### config.mk
export PLATFORM = sky130hd
export DESIGN_NAME = core_irq_ctrl
export DESIGN_NICKNAME = d
export VERILOG_FILES = /design/src/rtl/core_irq_ctrl.sv
export SDC_FILE = /design/constraint.sdc
export NUM_CORES = 1
export LEC_CHECK = 0
export CORE_MARGIN = 4
export CORE_UTILIZATION = 54
export CTS_CLUSTER_SIZE = 14
export DETAILED_ROUTE_END_ITERATION = 8
export PLACE_DENSITY = 0.85
export SLEW_MARGIN = 20
export SYNTH_ARGS = -nofsm -noshare
export SYNTH_HDL_FRONTEND = slang
export SYNTH_SLANG_ARGS = --single-unit
### constraint.sdc
create_clock -name clk_i -period 3.4 [get_ports clk_i]
set_input_delay 0.68 -clock clk_i [delete_from_list [all_inputs] [get_ports clk_i]]
set_output_delay 0.68 -clock clk_i [all_outputs]
set_load 0.01 [all_outputs]
### src/rtl/core_irq_ctrl.sv
// Core interrupt collector: latches MSI/MTI/MEI/fast sources, masks with mie, arbitrates by fixed
// priority and presents one request/ID per valid/ack handshake. Define CORE_IRQ_CTRL_SYNC_EN for 2-flop input sync.
module core_irq_ctrl #(
  parameter int NumFast = 15,
  parameter int HoldOff = 2
) (
  input  logic               clk_i,
  input  logic               rst_ni,
  input  logic               irq_timer_i,
  input  logic               irq_software_i,
  input  logic               irq_external_i,
  input  logic [NumFast-1:0] irq_fast_i,
  input  logic [NumFast+2:0] mie_i,
  input  logic               mstatus_mie_i,
  output logic               irq_req_o,
  output logic [4:0]         irq_id_o,
  input  logic               irq_ack_i,
  output logic [NumFast+2:0] irq_pending_o,
  output logic               wfi_wake_o
);

  localparam int W  = NumFast + 3;
  localparam int SW = $clog2(W);
  localparam int FW = (NumFast > 0) ? NumFast : 1;
  localparam logic [3:0] HoldLast = (HoldOff == 0) ? 4'd0 : 4'(HoldOff - 1);

  typedef enum logic [1:0] {
    StIdle = 2'd0,
    StReq  = 2'd1,
    StHold = 2'd2
  } state_e;

  state_e        state_q, state_d;
  logic [3:0]    cnt_q, cnt_d;
  logic [4:0]    id_q, id_d;
  logic [SW-1:0] src_q, src_d;
  logic [W-1:0]  pend_q, pend_d;
  logic [FW-1:0] fprev_q, fprev_d;

  logic [W-1:0]  raw_in, in_s, elig;
  logic          ack_fire, win_valid;
  logic [SW-1:0] win_src;
  logic [4:0]    win_id;

  // Bit order everywhere: {fast[NumFast-1:0], MEI, MTI, MSI}.
  always_comb begin
    raw_in    = '0;
    raw_in[0] = irq_software_i;
    raw_in[1] = irq_timer_i;
    raw_in[2] = irq_external_i;
    for (int i = 0; i < NumFast; i++) raw_in[3+i] = irq_fast_i[i];
  end

`ifdef CORE_IRQ_CTRL_SYNC_EN
  logic [W-1:0] sync1_q, sync2_q;

  always_ff @(posedge clk_i) begin
    if (!rst_ni) begin
      sync1_q <= '0;
      sync2_q <= '0;
    end else begin
      sync1_q <= raw_in;
      sync2_q <= sync1_q;
    end
  end

  assign in_s = sync2_q;
`else
  assign in_s = raw_in;
`endif

  // Handshake: irq_req_o/irq_id_o form a valid that holds until irq_ack_i is seen in the same
  // cycle (transfer) or the source stops being eligible (withdraw); ack without req is ignored.
  assign ack_fire = (state_q == StReq) && irq_ack_i;

  always_comb begin
    pend_d      = '0;
    fprev_d     = '0;
    pend_d[2:0] = in_s[2:0];
    for (int i = 0; i < NumFast; i++) begin
      fprev_d[i]  = in_s[3+i];
      // A new edge beats the ack-clear of the same bit.
      pend_d[3+i] = (in_s[3+i] & ~fprev_q[i]) |
                    (pend_q[3+i] & ~(ack_fire && (src_q == SW'(3 + i))));
    end
  end

  assign elig = pend_q & mie_i & {W{mstatus_mie_i}};

  // Lowest priority assigned first so higher-priority sources override.
  always_comb begin
    win_valid = |elig;
    win_src   = '0;
    win_id    = '0;
    for (int i = NumFast - 1; i >= 0; i--) begin
      if (elig[3+i]) begin
        win_src = SW'(3 + i);
        win_id  = 5'(16 + i);
      end
    end
    if (elig[1]) begin
      win_src = SW'(1);
      win_id  = 5'd7;
    end
    if (elig[0]) begin
      win_src = SW'(0);
      win_id  = 5'd3;
    end
    if (elig[2]) begin
      win_src = SW'(2);
      win_id  = 5'd11;
    end
  end

  always_comb begin
    state_d = state_q;
    cnt_d   = cnt_q;
    id_d    = id_q;
    src_d   = src_q;
    unique case (state_q)
      StIdle: begin
        if (win_valid) begin
          state_d = StReq;
          id_d    = win_id;
          src_d   = win_src;
        end
      end
      StReq: begin
        if (irq_ack_i) begin
          if (HoldOff == 0) begin
            state_d = StIdle;
          end else begin
            state_d = StHold;
            cnt_d   = HoldLast;
          end
        end else if (!elig[src_q]) begin
          // Fast pending bits only clear on ack, so for them this reduces to an enable drop.
          state_d = StIdle;
        end
      end
      StHold: begin
        if (cnt_q == 4'd0) state_d = StIdle;
        else cnt_d = cnt_q - 4'd1;
      end
      default: state_d = StIdle;
    endcase
  end

  always_ff @(posedge clk_i) begin
    if (!rst_ni) begin
      state_q <= StIdle;
      cnt_q   <= '0;
      id_q    <= '0;
      src_q   <= '0;
      pend_q  <= '0;
      fprev_q <= '0;
    end else begin
      state_q <= state_d;
      cnt_q   <= cnt_d;
      id_q    <= id_d;
      src_q   <= src_d;
      pend_q  <= pend_d;
      fprev_q <= fprev_d;
    end
  end

  assign irq_req_o     = (state_q == StReq);
  assign irq_id_o      = irq_req_o ? id_q : 5'd0;
  assign irq_pending_o = pend_q;
  assign wfi_wake_o    = |(pend_q & mie_i);

endmodule

# Word level (Yosys, flattened, before mapping)
# Cells that the tools add are included.
# W data, S select, Z words.
[totals]
register_bits = 49
in_bits = 40
out_inout_bits = 25
word_cells = 178
[classes]
addsub = 1
n_lt_le_gt_ge = 1
n_eq_ne = 22
n_mux = 47
bitwise = 77
reduce_logical = 24
[op_table]
columns = ["cell", "count"]
rows = [
  ["$mux W5", 37],
  ["$eq A5 B4 Y1 const B", 8],
  ["$and A18 B18 Y18", 2],
  ["$reduce_or A18 Y1", 2],
  ["$and A1 B1 Y1", 30],
  ["$not A1 Y1", 30],
  ["$eq A5 B3 Y1 const B", 4],
  ["$logic_and A1 B1 Y1", 16],
  ["$or A1 B1 Y1", 15],
  ["$eq A5 B5 Y1 const B", 2],
  ["$mux W2", 4],
  ["$mux W4", 2],
  ["$pmux W4 S2", 1],
  ["$lt A5 B6 Y1 const B", 1],
  ["$ne A2 B2 Y1 const B", 3],
  ["$pmux W2 S3", 1],
  ["$reduce_and A3 Y1", 2],
  ["$bmux W1 S5", 1],
  ["$eq A5 B2 Y1 const B", 1],
  ["$logic_not A4 Y1", 1],
  ["$sub A4 B1 Y4 const B", 1],
  ["$ne A3 B3 Y1 const B", 1],
  ["$eq A2 B1 Y1 const B", 1],
  ["$eq A2 B2 Y1 const B", 1],
  ["other kinds (5)", 5],
]

# Depth between registers and ports, before layout
[logic_depth]
depth_word = 20
ltp_mapped = 8
ltp_nobuf = 8

# Least setup slack after synthesis
# No wires, ideal clock.
[synth_timing]
path_type = "in2reg"
from = "input mie_i[13]"
to = "register id_q[4]"
setup_time_ps = 112
arrival_ps = 1982
required_ps = 3288
setup_slack_ps = 1306
stages = 8
n_path_buf = 1
cell_sequence = "a22o_4 > o41ai_2 > and4_4 > nand2b_4 > buf_12 > nor2_2 > a21oi_2 > nor2_1"
[synth_between]
elab_chain_len = 16
word_cells_on_any_way = 18
cone_classes = "mux (14); bitwise (2); reduce/logical (2)"
[synth_lines]
columns = ["element", "line_no", "rtl"]
rows = [
  ["start, declared", "13", "input logic [NumFast+2:0] mie_i,"],
  ["$and A18 B18 Y18 * (2 in a row)", "88", "assign elig = pend_q & mie_i & {W{mstatus_mie_i}};"],
  ["$mux W5 (11 in a row)", "96", "if (elig[3+i]) begin"],
  ["$mux W5", "101", "if (elig[1]) begin"],
  ["$mux W5", "105", "if (elig[0]) begin"],
  ["$mux W5", "109", "if (elig[2]) begin"],
  ["end signal, assigned", "160", "id_q <= id_d;"],
  ["end, declared", "35", "logic [4:0] id_q, id_d;"],
]
# Mark *: on every way between the ends. The rest lies on a longest branch, timed or not.
# A chain may end at the register's enable or synchronous reset.

# Worst setup path in the final report
[layout_timing]
from = "input mie_i[4]"
to = "output wfi_wake_o"
[layout_between]
elab_chain_len = 2
[layout_lines]
columns = ["element", "line_no", "rtl"]
rows = [
  ["$and A18 B18 Y18", "170", "assign wfi_wake_o = |(pend_q & mie_i);"],
  ["$reduce_or A18 Y1", "170", ""],
  ["end, declared", "19", "output logic wfi_wake_o"],
]
# Every way passes these cells.

==> flow_metrics.env <==
export IMPL_ys_seq_area_share_pct=35.0
export IMPL_grt_pass1_wl_um=13900
export IMPL_synth_edff_count=0
export IMPL_final_cell_area_um2=3600
export IMPL_hold_viol_final=0
export IMPL_rr_endpoint="state_q[1]"
export IMPL_row_count=25
export IMPL_port_buffers=64
export IMPL_dieArea_um2=6410
export IMPL_netlist_instances=352
export IMPL_syn_cell_area_um2=2800
export IMPL_p_leak_nw=1.39
export IMPL_gp_congestion=0.958
export IMPL_crit_fanout=5
export IMPL_start_util_pct=57.5
export IMPL_required_ns=2.72
export IMPL_fillers=407
export IMPL_grt_max_degree=26
export IMPL_syn_avg_cell_area_um2=7.97
export IMPL_yosys_top_cells_count="dfxtp_1, nand2_1, a21oi_1"
export IMPL_startpoint="mie_i[4]"
export IMPL_clock_latency_ns=0.31
export IMPL_report_final_slew_viol_count=0
export IMPL_powerDensity_nw_per_um2=443
export IMPL_drtPass1Iterations=5
export IMPL_multi_input_area_um2=1670
export IMPL_cp_cell_sequence="clkdlybuf4s50_1, nand2_1, nand2_1, nor4_1, nand4_1, clkdlybuf4s50_1"
export IMPL_syn_to_final_growth_pct=28.2
export IMPL_wl_um=8620
export IMPL_grtUsageTotal_pct=28.2
export IMPL_clock_skew_ns=0.00972
export IMPL_crit_end="wfi_wake_o"
export IMPL_path_clk_slew_ns=0.10
export IMPL_worst_r2r_setup_slack_ns=1.09
export IMPL_fmax_ghz=0.325
export IMPL_synthFlopType="dfxtp_1"
export IMPL_ys_ff_latch=49
export IMPL_drive_above_1_share_pct=8.67
export IMPL_wl_per_cell_um=17.9
export IMPL_critPathLaunchType="primary input"
export IMPL_reg2reg_from="src_q[1]"
export IMPL_synthArstFlopShare_pct=0
export IMPL_drtAntennaViolNets=0
export IMPL_fin_crit_sh_pct=90.6
export IMPL_critical_path_class="in -> out"
export IMPL_setup_tns_final_ns=0
export IMPL_synth_top_area_share_pct=35.0
export IMPL_clock_sinks=49
export IMPL_dr_total_vias=2948
export IMPL_io_pins=65
export IMPL_cts_buffer_depth=2
export IMPL_yosysTopAreaCell="dfxtp_1"
export IMPL_cts_tree="yes"
export IMPL_setup_viol=0
export IMPL_die_x_um=80.1
export IMPL_relSlewSlack_pct=53.0
export IMPL_cts_hold_buf=0
export IMPL_min_path_type="reg -> reg"
export IMPL_via_per_inst=6.12
export IMPL_route_detailed_drc=0
export IMPL_r2r_cells=7
export IMPL_slowest_delay_ns=0.49
export IMPL_maxCapViolCount=0
export IMPL_cts_buffers=5
export IMPL_die_h_um=80.1
export IMPL_h_tree_depth=2
export IMPL_tightest_slew_ns=0.702
export IMPL_diodes=0
export IMPL_critPathCaptureType="primary output"
export IMPL_grt_pass1_vias=2832
export IMPL_peakVddDrop_mv=0.273
export IMPL_yosys_warnings=0
export IMPL_drt_iter0_markers=289
export IMPL_rsz0062_at_grt="no"
export IMPL_ys_types=60
export IMPL_critPathSlowestCell="clkdlybuf4s50_1"
export IMPL_place_area_um2=3460
export IMPL_cts_setup_buffers=0
export IMPL_yosys_top_cells_area="dfxtp_1, and2_1, nand2_1"
export IMPL_place_hpwl_um=6640
export IMPL_period_needed_ns=3.08
export IMPL_ctsResizeCount=0
export IMPL_seqCellArea_um2=981
export IMPL_outcome="finished, final reports clean"
export IMPL_root_buffer="clkbuf_8"
export IMPL_nets=458
export IMPL_synth_nets=396
export IMPL_grt_antenna_before_repair=0
export IMPL_hp_start="id_q[2]"
export IMPL_cp_data_arrival_time_ns=2.40
export IMPL_yosysMostFrequentCell="dfxtp_1"
export IMPL_grt_overflow=0
export IMPL_core_area_um2=4880
how the worst min path moves through the flow:
stage | endpoint | cells after the start
after floorplan | id_q[2] | 2
after global placement | id_q[2] | 2
after detailed placement | id_q[2] | 2
after CTS | id_q[2] | 2
after global routing | irq_pending_o[14] | 2
final | id_q[2] | 2
through the flow:
step	total power [mW]	instances	hold slack, ns	worst slack [ns]	utilization (%)
after floorplan	0.940	352	0.436	1.31	-
after global placement	1.09	474	0.444	0.356	70.9
after detailed placement	1.10	474	0.446	0.354	70.9
after CTS	1.59	482	0.461	0.335	73.7
after global routing	1.67	482	0.496	0.165	73.7
final	1.59	482	0.462	0.320	73.7
cell type report:
type	instances	area share, %
Inverter	10	1.43
Clock inverter	3	1.81
Multi-Input combinational cell	279	46.4
Timing Repair Buffer	69	18.9
Clock buffer	5	1.91
Tap cell	67	2.33
Sequential cell	49	27.3
where the power goes:
part / total (mW) / internal (mW) / switching [mW]
sequential: 0.670 / 0.619 / 0.0508
combinational: 0.427 / 0.203 / 0.224
clock: 0.495 / 0.292 / 0.203
flip-flops by register name, summed over array words and instances (netlist names):
signal         count
irq_pending_o     18
id_q               5
cnt_q              4
src_q              5
fprev_q           15
state_q            2
per-layer routing:
metal	part of all wire, %	wire length (um)	track usage, %	up-vias
met5	0	0	0	-
met4	2.1	180	8.95	0
met3	5.8	504	4.71	18
met2	50	4330	49.8	126
met1	42	3610	34.6	1414
li1	-	-	-	1390
layout by cell type (no fill, tap or decap), types with 9 or more instances in the layout:
cell	instances
dfxtp_1	49
nand3_1	17
nand2_1	43
and2_1	27
nor2_1	25
inv_1	9
a21oi_1	31
nand2b_1	14
o21ai_0	29
clkdlybuf4s50_1	64
critical path, delay by kind of cell:
family,cells,cell delay [ns]
buffers and inverters,2,0.92
AND/OR/NAND/NOR,4,0.80
kinds of logic (layout without fill, tap and decap cells):
logic type,count (synthesis),count (layout),share of synthesized area [%]
adders and majority gates,4,4,1.78
DFF,49,49,35.0
AOI/OAI and AO/OA,111,111,26.9
buffers and inverters,24,87,5.53
and+or+nand+nor,164,164,30.8
Power figures use the tool's default switching activity.
